===== config.mk =====
export PLATFORM = sky130hd
export DESIGN_NAME = rf_wb_scheduler_flat
export DESIGN_NICKNAME = d
export VERILOG_FILES = /design/src/rtl/rf_wb_scheduler_pkg.sv /design/src/rtl/rf_wb_scheduler_if.sv /design/src/rtl/rf_wb_scheduler_scoreboard.sv /design/src/rtl/rf_wb_scheduler.sv /design/src/flat_wrapper.sv
export SDC_FILE = /design/constraint.sdc
export NUM_CORES = 1
export LEC_CHECK = 0
export CORE_ASPECT_RATIO = 1.4
export CORE_MARGIN = 4
export CORE_UTILIZATION = 48
export DETAILED_ROUTE_END_ITERATION = 10
export GPL_TIMING_DRIVEN = 0
export PLACE_DENSITY_LB_ADDON = 0.25
export SKIP_CTS_REPAIR_TIMING = 1
export SLEW_MARGIN = 20
export SYNTH_ARGS = -nofsm -noshare
export SYNTH_HDL_FRONTEND = slang
export SYNTH_SLANG_ARGS = --single-unit

===== constraint.sdc =====
create_clock -name CLK -period 4.94 [get_ports CLK]
set_input_delay 0.741 -clock CLK [delete_from_list [all_inputs] [get_ports CLK]]
set_output_delay 0.741 -clock CLK [all_outputs]
set_load 0.05 [all_outputs]

===== src/rtl/rf_wb_scheduler_pkg.sv =====
// -----------------------------------------------------------------------------
// rf_wb_scheduler_pkg
// Shared types for the register-file write-back scheduler slice:
//   regbits_t  - 5-bit register select
//   word_t     - 32-bit data word
//   wb_state_t - arbiter states (NORMAL, FORCE_M)
//   WB_CNT_W   - width of the secondary-starvation wait counter
// -----------------------------------------------------------------------------
package rf_wb_scheduler_pkg;

  localparam int WB_CNT_W = 4;

  typedef logic [4:0]  regbits_t;
  typedef logic [31:0] word_t;

  typedef enum logic {
    NORMAL  = 1'b0,
    FORCE_M = 1'b1
  } wb_state_t;

endpackage


===== src/rtl/rf_wb_scheduler_if.sv =====
// -----------------------------------------------------------------------------
// rf_wb_scheduler_if
// Write requests into the scheduler from the two write-back sources.
//   p_*  primary (in-order pipeline WB stage)
//   m_*  secondary (multi-cycle unit / miss return)
// Each source: valid/wsel/wdat driven by the requester, ready by the scheduler.
// Modports: master = requester side, slave = scheduler side.
// -----------------------------------------------------------------------------
interface rf_wb_scheduler_if;
  import rf_wb_scheduler_pkg::*;

  logic     p_valid;
  logic     p_ready;
  regbits_t p_wsel;
  word_t    p_wdat;

  logic     m_valid;
  logic     m_ready;
  regbits_t m_wsel;
  word_t    m_wdat;

  modport master (
    output p_valid, p_wsel, p_wdat, m_valid, m_wsel, m_wdat,
    input  p_ready, m_ready
  );

  modport slave (
    input  p_valid, p_wsel, p_wdat, m_valid, m_wsel, m_wdat,
    output p_ready, m_ready
  );
endinterface


===== src/rtl/rf_wb_scheduler_scoreboard.sv =====
// -----------------------------------------------------------------------------
// rf_scoreboard
// Busy vector for registers reserved by in-flight multi-cycle operations.
//   CLK, nRST   clock / async active-low reset (clears all reservations)
//   i_set_en    reserve i_set_sel (ignored for r0)
//   i_clr_en    release i_clr_sel (secondary write completed)
//   i_rsel1/2   decode read selects
//   o_hazard    a read select hits a reserved register (combinational)
// A set and clear of the same register in one cycle leaves it reserved.
// -----------------------------------------------------------------------------
module rf_scoreboard
  import rf_wb_scheduler_pkg::*;
(
  input  logic     CLK,
  input  logic     nRST,
  input  logic     i_set_en,
  input  regbits_t i_set_sel,
  input  logic     i_clr_en,
  input  regbits_t i_clr_sel,
  input  regbits_t i_rsel1,
  input  regbits_t i_rsel2,
  output logic     o_hazard
);

  logic [31:0] r_busy;
  logic [31:0] w_set_mask;
  logic [31:0] w_clr_mask;
  logic [31:0] w_busy_next;

  // NOTE: every signal written in always_comb gets a default first, so no
  // path leaves it unassigned and no latch is inferred.
  always_comb begin
    w_set_mask = '0;
    w_clr_mask = '0;
    if (i_set_en) w_set_mask[i_set_sel] = 1'b1;
    if (i_clr_en) w_clr_mask[i_clr_sel] = 1'b1;
    // Set applied after clear so a fresh reservation survives a same-cycle release.
    w_busy_next    = (r_busy & ~w_clr_mask) | w_set_mask;
    w_busy_next[0] = 1'b0;
  end

  // NOTE: sequential state uses non-blocking assignments so every flop
  // samples pre-edge values regardless of block ordering.
  always_ff @(posedge CLK or negedge nRST) begin
    if (!nRST) r_busy <= '0;
    else       r_busy <= w_busy_next;
  end

  assign o_hazard = r_busy[i_rsel1] | r_busy[i_rsel2];

endmodule


===== src/rtl/rf_wb_scheduler.sv =====
// -----------------------------------------------------------------------------
// rf_wb_scheduler
// Arbitrates the single register-file write port between the primary WB
// stage and a multi-cycle secondary, registers the winning write, and keeps
// a scoreboard of registers reserved by multi-cycle ops.
//   CLK, nRST             clock / async active-low reset
//   wb (slave)            primary/secondary valid-ready write requests
//   alloc_en, alloc_sel   reserve a destination for a multi-cycle op
//   rsel1, rsel2, hazard  decode read selects and reservation hit
//   rf_WEN/rf_wsel/rf_wdat registered register-file write port
// Optional feature: define RF_WB_STARVE_GUARD_EN to force-grant the secondary
// for one cycle after it has waited STARVE_MAX consecutive cycles (1..15).
// Without it the primary has strict priority.
// -----------------------------------------------------------------------------
module rf_wb_scheduler
  import rf_wb_scheduler_pkg::*;
#(
  parameter int STARVE_MAX = 4
) (
  input  logic              CLK,
  input  logic              nRST,
  rf_wb_scheduler_if.slave  wb,
  input  logic              alloc_en,
  input  regbits_t          alloc_sel,
  input  regbits_t          rsel1,
  input  regbits_t          rsel2,
  output logic              hazard,
  output logic              rf_WEN,
  output regbits_t          rf_wsel,
  output word_t             rf_wdat
);

  if (STARVE_MAX < 1 || STARVE_MAX > 15) begin : g_bad_starve_max
    $error("rf_wb_scheduler: STARVE_MAX must be in 1..15");
  end

  logic w_p_xfer;
  logic w_m_xfer;

`ifdef RF_WB_STARVE_GUARD_EN
  localparam logic [WB_CNT_W-1:0] STARVE_LIM = WB_CNT_W'(STARVE_MAX);

  wb_state_t           r_state;
  logic [WB_CNT_W-1:0] r_wait_cnt;
  logic [WB_CNT_W-1:0] w_cnt_next;

  always_comb begin
    wb.p_ready = 1'b1;
    wb.m_ready = !wb.p_valid;
    if (r_state == FORCE_M) begin
      wb.p_ready = 1'b0;
      wb.m_ready = 1'b1;
    end
  end

  // Counts consecutive stalled cycles of a pending secondary; any gap or grant restarts it.
  always_comb begin
    w_cnt_next = '0;
    if (wb.m_valid && !wb.m_ready)
      w_cnt_next = (r_wait_cnt >= STARVE_LIM) ? STARVE_LIM : r_wait_cnt + 1'b1;
  end

  always_ff @(posedge CLK or negedge nRST) begin
    if (!nRST) begin
      r_state    <= NORMAL;
      r_wait_cnt <= '0;
    end else begin
      case (r_state)
        NORMAL: begin
          if (w_cnt_next == STARVE_LIM) begin
            r_state    <= FORCE_M;
            r_wait_cnt <= '0;
          end else begin
            r_wait_cnt <= w_cnt_next;
          end
        end
        FORCE_M: begin
          r_state    <= NORMAL;
          r_wait_cnt <= w_cnt_next;
        end
        default: begin
          r_state    <= NORMAL;
          r_wait_cnt <= '0;
        end
      endcase
    end
  end
`else
  always_comb begin
    wb.p_ready = 1'b1;
    wb.m_ready = !wb.p_valid;
  end
`endif

  assign w_p_xfer = wb.p_valid && wb.p_ready;
  assign w_m_xfer = wb.m_valid && wb.m_ready;

  // The two grants are mutually exclusive by construction of the ready terms.
  // Writes to r0 complete the handshake but never raise the enable.
  always_ff @(posedge CLK or negedge nRST) begin
    if (!nRST) begin
      rf_WEN  <= 1'b0;
      rf_wsel <= '0;
      rf_wdat <= '0;
    end else if (w_p_xfer) begin
      rf_WEN  <= (wb.p_wsel != '0);
      rf_wsel <= wb.p_wsel;
      rf_wdat <= wb.p_wdat;
    end else if (w_m_xfer) begin
      rf_WEN  <= (wb.m_wsel != '0);
      rf_wsel <= wb.m_wsel;
      rf_wdat <= wb.m_wdat;
    end else begin
      rf_WEN  <= 1'b0;
    end
  end

  rf_scoreboard u_scoreboard (
    .CLK       (CLK),
    .nRST      (nRST),
    .i_set_en  (alloc_en),
    .i_set_sel (alloc_sel),
    .i_clr_en  (w_m_xfer),
    .i_clr_sel (wb.m_wsel),
    .i_rsel1   (rsel1),
    .i_rsel2   (rsel2),
    .o_hazard  (hazard)
  );

endmodule


===== src/flat_wrapper.sv =====
// flat-port wrapper written by rule: the top's interface ports become plain ports
module rf_wb_scheduler_flat import rf_wb_scheduler_pkg::*;
#(
  parameter int STARVE_MAX = 4
)
  (CLK, nRST, alloc_en, alloc_sel, rsel1, rsel2, hazard, rf_WEN, rf_wsel, rf_wdat, wb_p_valid, wb_p_wsel, wb_p_wdat, wb_m_valid, wb_m_wsel, wb_m_wdat, wb_p_ready, wb_m_ready);
  rf_wb_scheduler_if wb_i ();
  input  logic CLK;
  input  logic nRST;
  input  logic alloc_en;
  input  regbits_t alloc_sel;
  input  regbits_t rsel1;
  input  regbits_t rsel2;
  output logic hazard;
  output logic rf_WEN;
  output regbits_t rf_wsel;
  output word_t rf_wdat;
  input wire logic [$bits(wb_i.p_valid)-1:0] wb_p_valid;
  input wire logic [$bits(wb_i.p_wsel)-1:0] wb_p_wsel;
  input wire logic [$bits(wb_i.p_wdat)-1:0] wb_p_wdat;
  input wire logic [$bits(wb_i.m_valid)-1:0] wb_m_valid;
  input wire logic [$bits(wb_i.m_wsel)-1:0] wb_m_wsel;
  input wire logic [$bits(wb_i.m_wdat)-1:0] wb_m_wdat;
  output wire logic [$bits(wb_i.p_ready)-1:0] wb_p_ready;
  output wire logic [$bits(wb_i.m_ready)-1:0] wb_m_ready;
  assign wb_i.p_valid = wb_p_valid;
  assign wb_i.p_wsel = wb_p_wsel;
  assign wb_i.p_wdat = wb_p_wdat;
  assign wb_i.m_valid = wb_m_valid;
  assign wb_i.m_wsel = wb_m_wsel;
  assign wb_i.m_wdat = wb_m_wdat;
  assign wb_p_ready = wb_i.p_ready;
  assign wb_m_ready = wb_i.m_ready;
  rf_wb_scheduler #(.STARVE_MAX(STARVE_MAX)) u_core (.CLK(CLK), .nRST(nRST), .wb(wb_i), .alloc_en(alloc_en), .alloc_sel(alloc_sel), .rsel1(rsel1), .rsel2(rsel2), .hazard(hazard), .rf_WEN(rf_WEN), .rf_wsel(rf_wsel), .rf_wdat(rf_wdat));
endmodule

# Yosys cells after proc, flatten, opt, wreduce, memory -nomap -nowiden
# Index checks and enable logic that the tools add are counted.
classes:
  n_mul: 0
  mux: 16
  add_sub_neg: 0
  n_reduce_logical: 7
  magnitude_cmp: 6
  eq_ne: 0
  div_mod_pow: 0
  shifts: 0
  bitwise_logic: 4
op_table:
  columns: ["cell", "n"]
  rows:
  - ["two-way mux 32 bit", 4]
  - ["AND 32 bit", 1]
  - ["NOT 32 bit", 1]
  - ["OR 32 bit", 1]
  - ["less-than comparator 5 x 6 -> 1 bit, second input constant", 4]
  - ["binary-select mux 1 bit (select 5 bit)", 2]
  - ["demux 1 bit (select 5 bit)", 2]
  - ["greater-or-equal comparator 5 x 1 -> 1 bit, second input constant", 2]
  - ["two-way mux 5 bit", 2]
  - ["nonzero test 5 bit", 2]
  - ["two-way mux 1 bit", 6]
  - ["logical AND 1 bit", 3]
  - ["nonzero test 2 bit", 1]
  - ["zero test 1 bit", 1]
  - ["OR 1 bit", 1]
word_totals:
  mem_bits_rw: 0
  wordCells: 37
  memories: 0
  rom_bits: 0
  latchBits: 0
  regBits: 69

# Longest topological paths before layout
# Gate-level depths: netlist of the first run.
depth:
  depth_word: 8
  depth_mapped: 6
  ltp_nobuf: 5

# Hierarchy
# Synthesis of the first run repeated with hierarchy kept, for this count alone.
unflattened:
  cells_unflattened: 343
  area_unflattened_um2: 3608.5
by_module_without_submodules:
  columns: ["mod", "instances", "area_each_um2", "cells_per_inst", "seq_area_each_um2"]
  rows:
  - ["rf_scoreboard", 1, 1841.8, 173, 775.7]
  - ["rf_wb_scheduler", 1, 1766.7, 170, 950.9]

# Worst setup path after synthesis of the first run
# No wires, ideal clock.
synth_path:
  path_type: "input to output"
  from: "input rsel1[0]"
  to: "output hazard"
  cell_stages: 6
  arrival_time_ns: 2.301
  t_required_ns: 4.199
  path_slack_ns: 1.898
  cell_sequence: "buf_2 -> mux4_2 -> nand2_1 -> o211ai_1 -> a21oi_1 -> o211ai_1"
synth_between:
  elab_chain_cells: 3
synth_lines:
  columns: ["element", "line_no", "source"]
  rows:
  - ["start: declaration", "flat_wrapper.sv:12", "input regbits_t rsel1;"]
  - ["binary-select mux 1 bit (select 5 bit)", "rf_wb_scheduler_scoreboard.sv:49", "assign o_hazard = r_busy[i_rsel1] | r_busy[i_rsel2];"]
  - ["two-way mux 1 bit (not written as such)", "rf_wb_scheduler_scoreboard.sv:49", null]
  - ["OR 1 bit", "rf_wb_scheduler_scoreboard.sv:49", null]
  - ["end: declaration", "flat_wrapper.sv:14", "output logic hazard;"]
# Every way passes these cells. The select of a mux whose other input is x is not followed.

# Final worst setup path of the first run
layout_path:
  from: "input rsel1[1]"
  to: "output hazard"
# The elaborated chain is that of the path after synthesis.

==> results of run 1 <==
==> per-stage QoR <==
stage / std cells / utilization [%] / power, W / setup slack [ps] / hold slack, ps
2_1_floorplan: 345 / - / 0.00101 / 1900 / 445
3_3_place_gp: 566 / 67.6 / 0.00120 / 891 / 506
3_5_place_dp: 567 / 67.8 / 0.00122 / 1180 / 524
4_1_cts: 583 / 70.9 / 0.00174 / 1180 / 309
5_1_grt: 583 / 70.9 / 0.00181 / 1070 / 322
6_report: 583 / 70.9 / 0.00174 / 1180 / 310
==> synthesized netlist by cell type <==
cell type,instances
buf_2,6
or4_1,1
nor2b_1,2
o311ai_0,1
buf_1,3
nand3b_1,9
and3b_1,1
mux4_2,9
or3b_2,5
o31a_1,1
inv_1,3
o21ai_0,100
mux4_1,4
nand2_1,46
mux2i_1,42
or3_1,2
nor3b_1,1
buf_6,1
a31oi_1,1
nor2_1,5
nand2b_1,1
mux2_2,3
buf_4,1
clkbuf_1,11
dfrtp_1,69
a21oi_1,5
nand3_1,6
o211ai_1,5
conb_1,1
==> registers in the layout (all words and copies together) (netlist names) <==
name                        count
u_core.rf_WEN                   1
u_core.u_scoreboard.r_busy     31
u_core.rf_wsel                  5
u_core.rf_wdat                 32
==> where the power goes <==
part | internal [W] | switching [W]
Sequential | 0.000655 | 0.0000674
Clock | 0.000310 | 0.000210
Combinational | 0.000231 | 0.000265
Total | 0.00120 | 0.000543
==> worst paths after layout <==
check | start | to | slack, ps | cells after the start
worst max-delay path | rsel1[1] | hazard | 1180 | 6
max in group asynchronous | nRST | u_core.u_scoreboard.r_busy[7] | 4080 | 2
worst min register to register | u_core.u_scoreboard.r_busy[1] | u_core.u_scoreboard.r_busy[1] | 540 | 2
worst max register to register | u_core.u_scoreboard.r_busy[17] | u_core.u_scoreboard.r_busy[17] | 4170 | 2
worst min-delay path | nRST | u_core.rf_wdat[2] | 310 | 1
min in group CLK | u_core.u_scoreboard.r_busy[1] | u_core.u_scoreboard.r_busy[1] | 540 | 2
==> kinds of logic after synthesis <==
kind of cell | after synthesis | share of synthesized area [%]
mux | 58 | 21.3
simple gates | 79 | 10.8
buf+inv | 25 | 3.15
other cells | 1 | 0.105
flops | 69 | 48.2
compound gates | 113 | 16.4
==> per-layer routing <==
metal  vias to the layer above  GRT usage, %  routed length, um
met3                        20          8.94                927
li1                       1530             -                  -
met5                         -             0                  0
met4                         0          11.1                241
met1                      1603          25.5               3830
met2                       141          45.4               5560
==> final cells by class <==
cell class                 instances  area (sq um)  share of cell area, %
tap                               97           121                   2.34
clock inverter                     4          70.1                   1.35
clock buffer                      12           155                   2.99
inverter                           3          11.3                  0.217
timing repair buffer             125          1260                   24.3
sequential                        69          1730                   33.3
buffer                            22           101                   1.95
multi-input combinational        251          1740                   33.6
==> impl_metrics.ini, run 1 <==
[run_status]
status = completed

[floorplan]
die_w_um = 81.0
die_h_um = 110
start_util_pct = 48.9
die-area_sq_um = 8920
std_cell_rows = 37
pin_count = 135
core-area_sq_um = 7310

[cts]
clockRootBuffer = clkbuf_8
cts.sinks = 69
cts_buffer_depth = 2
clock_latency_ps = 350
cts_tree = built
cts_buffers = 9
path_clk_slew_ps = 70
ctsHtreeMaxLevel = 3

[layout]
drive_gt1_share_pct = 8.64
final_common_cell = clkdlybuf4s50_1
area_delta_synth_final_pct = 44.8
fillers = 603
fin_nets = 575
final_cell_mix = 123 x clkdlybuf4s50_1, 100 x o21ai_0, 69 x dfrtp_1, 46 x nand2_1, 42 x mux2i_1
diodes = 0
stdcell_area_sq_um = 5180

[timing]
fin_skew_ps = 0
final-hold-violation-count = 0
final.setup.tns_ps = 0
rsz0062_at_grt = false
finalSetupViolCount = 0
timing.final.crit_share_pct = 76.1
max_freq_mhz = 266
worst_pin_slew_ps = 538
slew-limit-headroom_pct = 64.0
slew_viol_final = 0
fin_crit_ps = 3760

[routing]
wirelength_um = 10600
route.detailed.drc = 0
wire_per_inst_um = 18.1
via_per_inst = 5.65
drtIter0Drc = 299
first_pass_iters = 4
vias = 3294
ant_nets = 0

[worst_setup_path]
path_max_fanout = 6
critPathKind = input port to primary output
critical_path_arrival_ps = 3020
required_ps = 4200
cp_top_family = buffers and inverters
crit_top_cell = clkdlybuf4s50_1
cp.buffers_inverters = 2
cp_slowest_cell = clkdlybuf4s50_1
crit_path_start_kind = input port
crit_path_cell_trace = clkdlybuf4s50_1 > mux4_2 > mux2_2 > a21oi_1 > o211ai_1 > clkdlybuf4s50_1
cpPeakStageDelay_ps = 720
critPathCaptureType = primary output

[synthesis]
synth.area.top_cells = dfrtp_1 48%, o21ai_0 14%, mux2i_1 12%, mux4_2 5.7%, nand2_1 4.8%
synthesis.instances = 345
netlist_area_sq_um = 3580
syn_avg_cell_area_sq_um = 10.4
synth_largest_area_cell = dfrtp_1
ys_warn_count = 0
synth.distinct_cells = 29
yosysTopAreaCellShare_pct = 48.2
ys_seq_area_share_pct = 48.2
synth_seq_cells = 69
synth.net_count = 439

[global_route]
grt_pass1_vias = 3524
grt_pass1_wl_um = 16700
grtUsageTotal_pct = 25.1
antenna_found_initial = 0
grt-ovfl-total = 0
grt_max_degree = 42

[place]
placed_area_sq_um = 4960
place.detailed.hpwl_um = 8130
place.gp.congestion = 0.818
port_buffers = 124

[pwr]
p_leak_nw = 2.15
vdd_drop_max_mv = 0.180
power_density_nw_per_um2 = 335

[hold_path]
hp-class = input port to asynchronous set/reset pin

[job]
drv_cap = 0
(Power assumes the default switching activity.)
==> run 2, diff against run 1 <==
--- a/config.mk
+++ b/config.mk
@@ -7,7 +7,7 @@
 export LEC_CHECK = 0
 export CORE_ASPECT_RATIO = 1.4
 export CORE_MARGIN = 4
-export CORE_UTILIZATION = 48
+export CORE_UTILIZATION = 45
 export DETAILED_ROUTE_END_ITERATION = 10
 export GPL_TIMING_DRIVEN = 0
 export PLACE_DENSITY_LB_ADDON = 0.25
==> constraint.sdc (replaced) <==
create_clock -name CLK -period 3.6 [get_ports CLK]
set_input_delay 0.54 -clock CLK [delete_from_list [all_inputs] [get_ports CLK]]
set_output_delay 0.54 -clock CLK [all_outputs]
set_load 0.05 [all_outputs]
==> run 2 against run 1 <==
Power up 32%. Sequential share of layout area grew 0.20 points. Critical path depth unchanged. Via count hardly changed. Largest power group unchanged.
==> impl_metrics.ini, run 2 (synthesized netlist as in run 1, its figures left out) <==
[run_status]
status = completed

[pwr]
switching_share_pct = 33.2
p_seq_share_pct = 43.0
power_w = 0.00229
power_density_nw_per_um2 = 444
net-switching-power_w = 0.000759
combPwrFrac_pct = 29.8
pwr-share-clk_pct = 27.2
p_int_w = 0.00153
vdd_drop_max_mv = 0.240
p_leak_nw = 2.14

[timing]
finalWorstSetupSlack_ps = 296
rsz0062_at_grt = false
holdWs_ps = 101
final-hold-violation-count = 0
fin_skew_ps = 0
slew-limit-headroom_pct = 60.9
slew_viol_final = 0
worst_pin_slew_ps = 585
fin_crit_ps = 3300
max_freq_mhz = 303
finalSetupViolCount = 0
timing.final.crit_share_pct = 91.8

[global_route]
grt_max_degree = 44
antenna_found_initial = 0
grt_pass1_vias = 3554
grtUsageTotal_pct = 23.5
grt-ovfl-total = 0
grt_pass1_wl_um = 17500

[routing]
first_pass_iters = 4
ant_nets = 0
wire_per_inst_um = 18.6
via_per_inst = 5.62
vias = 3295
wirelength_um = 10900
route.detailed.drc = 0
drtIter0Drc = 147

[cts]
cts_buffer_depth = 2
cts.sinks = 69
path_clk_slew_ps = 70
cts_tree = built
clockRootBuffer = clkbuf_8
ctsHtreeMaxLevel = 3
clock_latency_ps = 340
cts_buffers = 9

[layout]
largest_reg_flops = 32
area_delta_synth_final_pct = 44.0
largest_registers = u_core.rf_wdat: 32 flops, u_core.u_scoreboard.r_busy: 31 flops, u_core.rf_wsel: 5 flops
final_common_cell = clkdlybuf4s50_1
final_cells = 586
final_cell_mix = 123 x clkdlybuf4s50_1, 100 x o21ai_0, 69 x dfrtp_1, 46 x nand2_1, 42 x mux2i_1
drive_gt1_share_pct = 8.85
diodes = 0
fin_nets = 575
stdcell_area_sq_um = 5150
top_register = u_core.rf_wdat

[worst_setup_path]
worst-r2r-setup-slack_ps = 2800
rr_startpoint = u_core.u_scoreboard.r_busy[19]
crit_path_end = hazard
critPathKind = input port to primary output
r2r_cells = 2
critical_path_arrival_ps = 2760
r2r-end = u_core.u_scoreboard.r_busy[19]
critPathCaptureType = primary output
crit_path_start_kind = input port
path_max_fanout = 6
crit_start = rsel1[1]
required_ps = 3060

[job]
drv_cap = 0

[place]
pre_cts_ws_ps = 299
place.detailed.hpwl_um = 8420
placed_area_sq_um = 4960
post-place-cells = 570
place.gp.congestion = 0.908
port_buffers = 124

[floorplan]
die_w_um = 83.4
start_util_pct = 46.2
pin_count = 135
core-area_sq_um = 7750
die_h_um = 114
std_cell_rows = 38
die-area_sq_um = 9470

[hold_path]
hp-class = input port to asynchronous set/reset pin
[run 2: cell count changes in the layout (fill, tap and decap cells not counted)]
| cell | delta |
|---|---|
| clkinv_2 | +2 |
| clkinvlp_4 | +1 |
| bufinv_16 | -1 |
| clkbuf_8 | -2 |
| clkinv_4 | +1 |
| clkbuf_1 | -1 |
[run 2: power by group through the flow]
stage / clock [W] / sequential (W) / combinational (W)
after floorplan: 0 / 0.00111 / 0.000273
after global placement: 0 / 0.000992 / 0.000663
final: 0.000623 / 0.000985 / 0.000681
after global routing: 0.000659 / 0.00100 / 0.000731
after CTS: 0.000628 / 0.000982 / 0.000684
after detailed placement: 0 / 0.000996 / 0.000683
[run 2: final cells by class]
cell class / count / area, sq um
Timing Repair Buffer: 125 / 1260
Inverter: 3 / 11.3
Buffer: 22 / 101
Multi-Input combinational cell: 251 / 1740
Clock inverter: 7 / 66.3
Sequential cell: 69 / 1730
Clock buffer: 9 / 124
Fill cell: 644 / 2600
Tap cell: 100 / 125
[run 2: worst min-delay path by stage]
stage	startpoint	endpoint	slack [ps]	depth (start not counted)
final	nRST	u_core.rf_wdat[11]	100	1
after global routing	nRST	u_core.rf_wdat[11]	120	1
after CTS	nRST	u_core.rf_wdat[11]	100	1
after detailed placement	nRST	u_core.rf_wdat[11]	480	1
after global placement	u_core.u_scoreboard.r_busy[5]	u_core.u_scoreboard.r_busy[5]	500	2
after floorplan	nRST	u_core.rf_WEN	240	0
[run 2: routing by layer]
metal | wire length [um] | global-route usage, % | vias to the layer above
li1 | - | - | 1530
met1 | 3840 | 23.6 | 1587
met2 | 5680 | 43.4 | 154
met3 | 1010 | 8.31 | 24
met4 | 352 | 10.6 | 0
met5 | 0 | 0 | -
[run 2: critical path, cell delays in order]
cell,delay [ps]
clkdlybuf4s50_1,640
mux4_2,350
mux2_2,280
a21oi_1,150
o211ai_1,110
clkdlybuf4s50_1,710
[run 2: stage by stage]
step                util [%]  TNS [ps]
detailed placement      64.0         0
global route            66.5         0
finish                  66.5         0
global placement        63.8    -21600
CTS                     66.5         0
floorplan                  -         0
==> run 3, diff against run 2 <==
--- a/config.mk
+++ b/config.mk
@@ -11,8 +11,11 @@
 export DETAILED_ROUTE_END_ITERATION = 10
 export GPL_TIMING_DRIVEN = 0
 export PLACE_DENSITY_LB_ADDON = 0.25
+export RECOVER_POWER = 100
 export SKIP_CTS_REPAIR_TIMING = 1
+export SKIP_LAST_GASP = 1
 export SLEW_MARGIN = 20
 export SYNTH_ARGS = -nofsm -noshare
 export SYNTH_HDL_FRONTEND = slang
 export SYNTH_SLANG_ARGS = --single-unit
+export TNS_END_PERCENT = 50
==> run 3 against run 2 <==
Sequential cell count unchanged. Routed wire length decreased by 0.78%. Count of clock-buffer cells in the layout unchanged. Critical path depth unchanged. Fmax decreased by 1.8%. Clock skew unchanged. Register-to-register slack about the same. Clock power decreased by 1%. Critical endpoint unchanged. Largest cell class unchanged.
==> impl_metrics.ini, run 3 (synthesized netlist as in run 1, its figures left out) <==
[floorplan]
die-area_sq_um = 9470
std_cell_rows = 38
start_util_pct = 46.2
die_h_um = 114
die_w_um = 83.4
core-area_sq_um = 7750
pin_count = 135

[layout]
utilization_pct = 66.3
drive_gt1_share_pct = 8.64
largest_registers = u_core.rf_wdat: 32 flops, u_core.u_scoreboard.r_busy: 31 flops, u_core.rf_wsel: 5 flops
top_register = u_core.rf_wdat
diodes = 0
area_delta_synth_final_pct = 43.4
largest_reg_flops = 32
fillers = 646
final_cell_mix = 100 x o21ai_0, 81 x clkdlybuf4s50_1, 69 x dfrtp_1, 46 x nand2_1
fin_nets = 575
final_common_cell = o21ai_0

[worst_setup_path]
required_ps = 3060
crit_path_start_kind = input port
critPathCaptureType = primary output
worst-r2r-setup-slack_ps = 2790
critical_path_arrival_ps = 2820
path_max_fanout = 6
critPathKind = input port to primary output

[cts]
cts.sinks = 69
cts_buffer_depth = 2
path_clk_slew_ps = 70
cts_tree = built
ctsHtreeMaxLevel = 3
clock_latency_ps = 340
clockRootBuffer = clkbuf_8
cts_buffers = 9

[timing]
holdWs_ps = 511
slew_viol_final = 0
timing.final.crit_share_pct = 93.4
finalSetupViolCount = 0
worst_pin_slew_ps = 1420
fin_crit_ps = 3360
slew-limit-headroom_pct = 5.29
final-hold-violation-count = 0
final.setup.tns_ps = 0
max_freq_mhz = 297
fin_skew_ps = 0
rsz0062_at_grt = false
finalWorstSetupSlack_ps = 236

[global_route]
grt_max_degree = 44
grt-ovfl-total = 0
grtUsageTotal_pct = 23.5
grt_pass1_vias = 3554
grt_pass1_wl_um = 17500
antenna_found_initial = 0

[pwr]
vdd_drop_max_mv = 0.239
power_density_nw_per_um2 = 440
power_w = 0.00226
p_leak_nw = 2.16

[place]
place.detailed.hpwl_um = 8420
port_buffers = 124
place.gp.congestion = 0.908
pre_cts_ws_ps = 299

[routing]
wirelength_um = 10800
drtIter0Drc = 147
via_per_inst = 5.63
ant_nets = 0
vias = 3299
wire_per_inst_um = 18.4
first_pass_iters = 4
route.detailed.drc = 0

[hold_path]
hp-class = input port to asynchronous set/reset pin

[run_status]
status = completed

[job]
drv_cap = 0
## run 3: area by class of cell
| type | instances | area [sq um] | area share [%] |
|---|---|---|---|
| plain buffers | 22 | 101 | 1.97 |
| clock buffers | 9 | 124 | 2.41 |
| clock inverters | 7 | 66.3 | 1.29 |
| inverters | 3 | 11.3 | 0.219 |
| multi-input cells | 251 | 1740 | 33.9 |
| flip-flops and latches | 69 | 1730 | 33.6 |
| well taps | 100 | 125 | 2.44 |
| repair buffers | 125 | 1240 | 24.1 |
## run 3: worst paths after layout
| check | from | endpoint | depth (start not counted) |
|---|---|---|---|
| max | rsel1[1] | hazard | 6 |
| min | nRST | u_core.rf_wdat[11] | 1 |
| max reg2reg | u_core.u_scoreboard.r_busy[19] | u_core.u_scoreboard.r_busy[19] | 2 |
| min reg2reg | u_core.u_scoreboard.r_busy[4] | u_core.u_scoreboard.r_busy[4] | 2 |
| max in group asynchronous | nRST | u_core.u_scoreboard.r_busy[14] | 2 |
| min in group CLK | u_core.u_scoreboard.r_busy[4] | u_core.u_scoreboard.r_busy[4] | 2 |
## run 3: metrics by stage
step / std cells / instance area (sq um)
finish: 586 / 5130
global route: 586 / 5130
CTS: 586 / 5150
detailed placement: 570 / 4960
global placement: 569 / 4950
floorplan: 345 / 3580
## run 3: critical path, cell delays in order
cell and delay (ps):
clkdlybuf4s50_1 640, mux4_2 350, mux2_2 280, a21oi_1 150, o211ai_1 100, dlygate4sd3_1 770
## run 3: where the power goes
part / total, W / switching (W) / internal, W
combinational: 0.000662 / 0.000364 / 0.000298
sequential: 0.000983 / 0.0000854 / 0.000898
clock: 0.000617 / 0.000301 / 0.000316
total: 0.00226 / 0.000750 / 0.00151
## run 3: routing by layer
metal	wire length [um]	track usage, %	vias to the layer above
li1	-	-	1529
met1	3750	23.6	1590
met2	5660	43.4	154
met3	1020	8.31	26
met4	375	10.6	0
met5	0	0	-
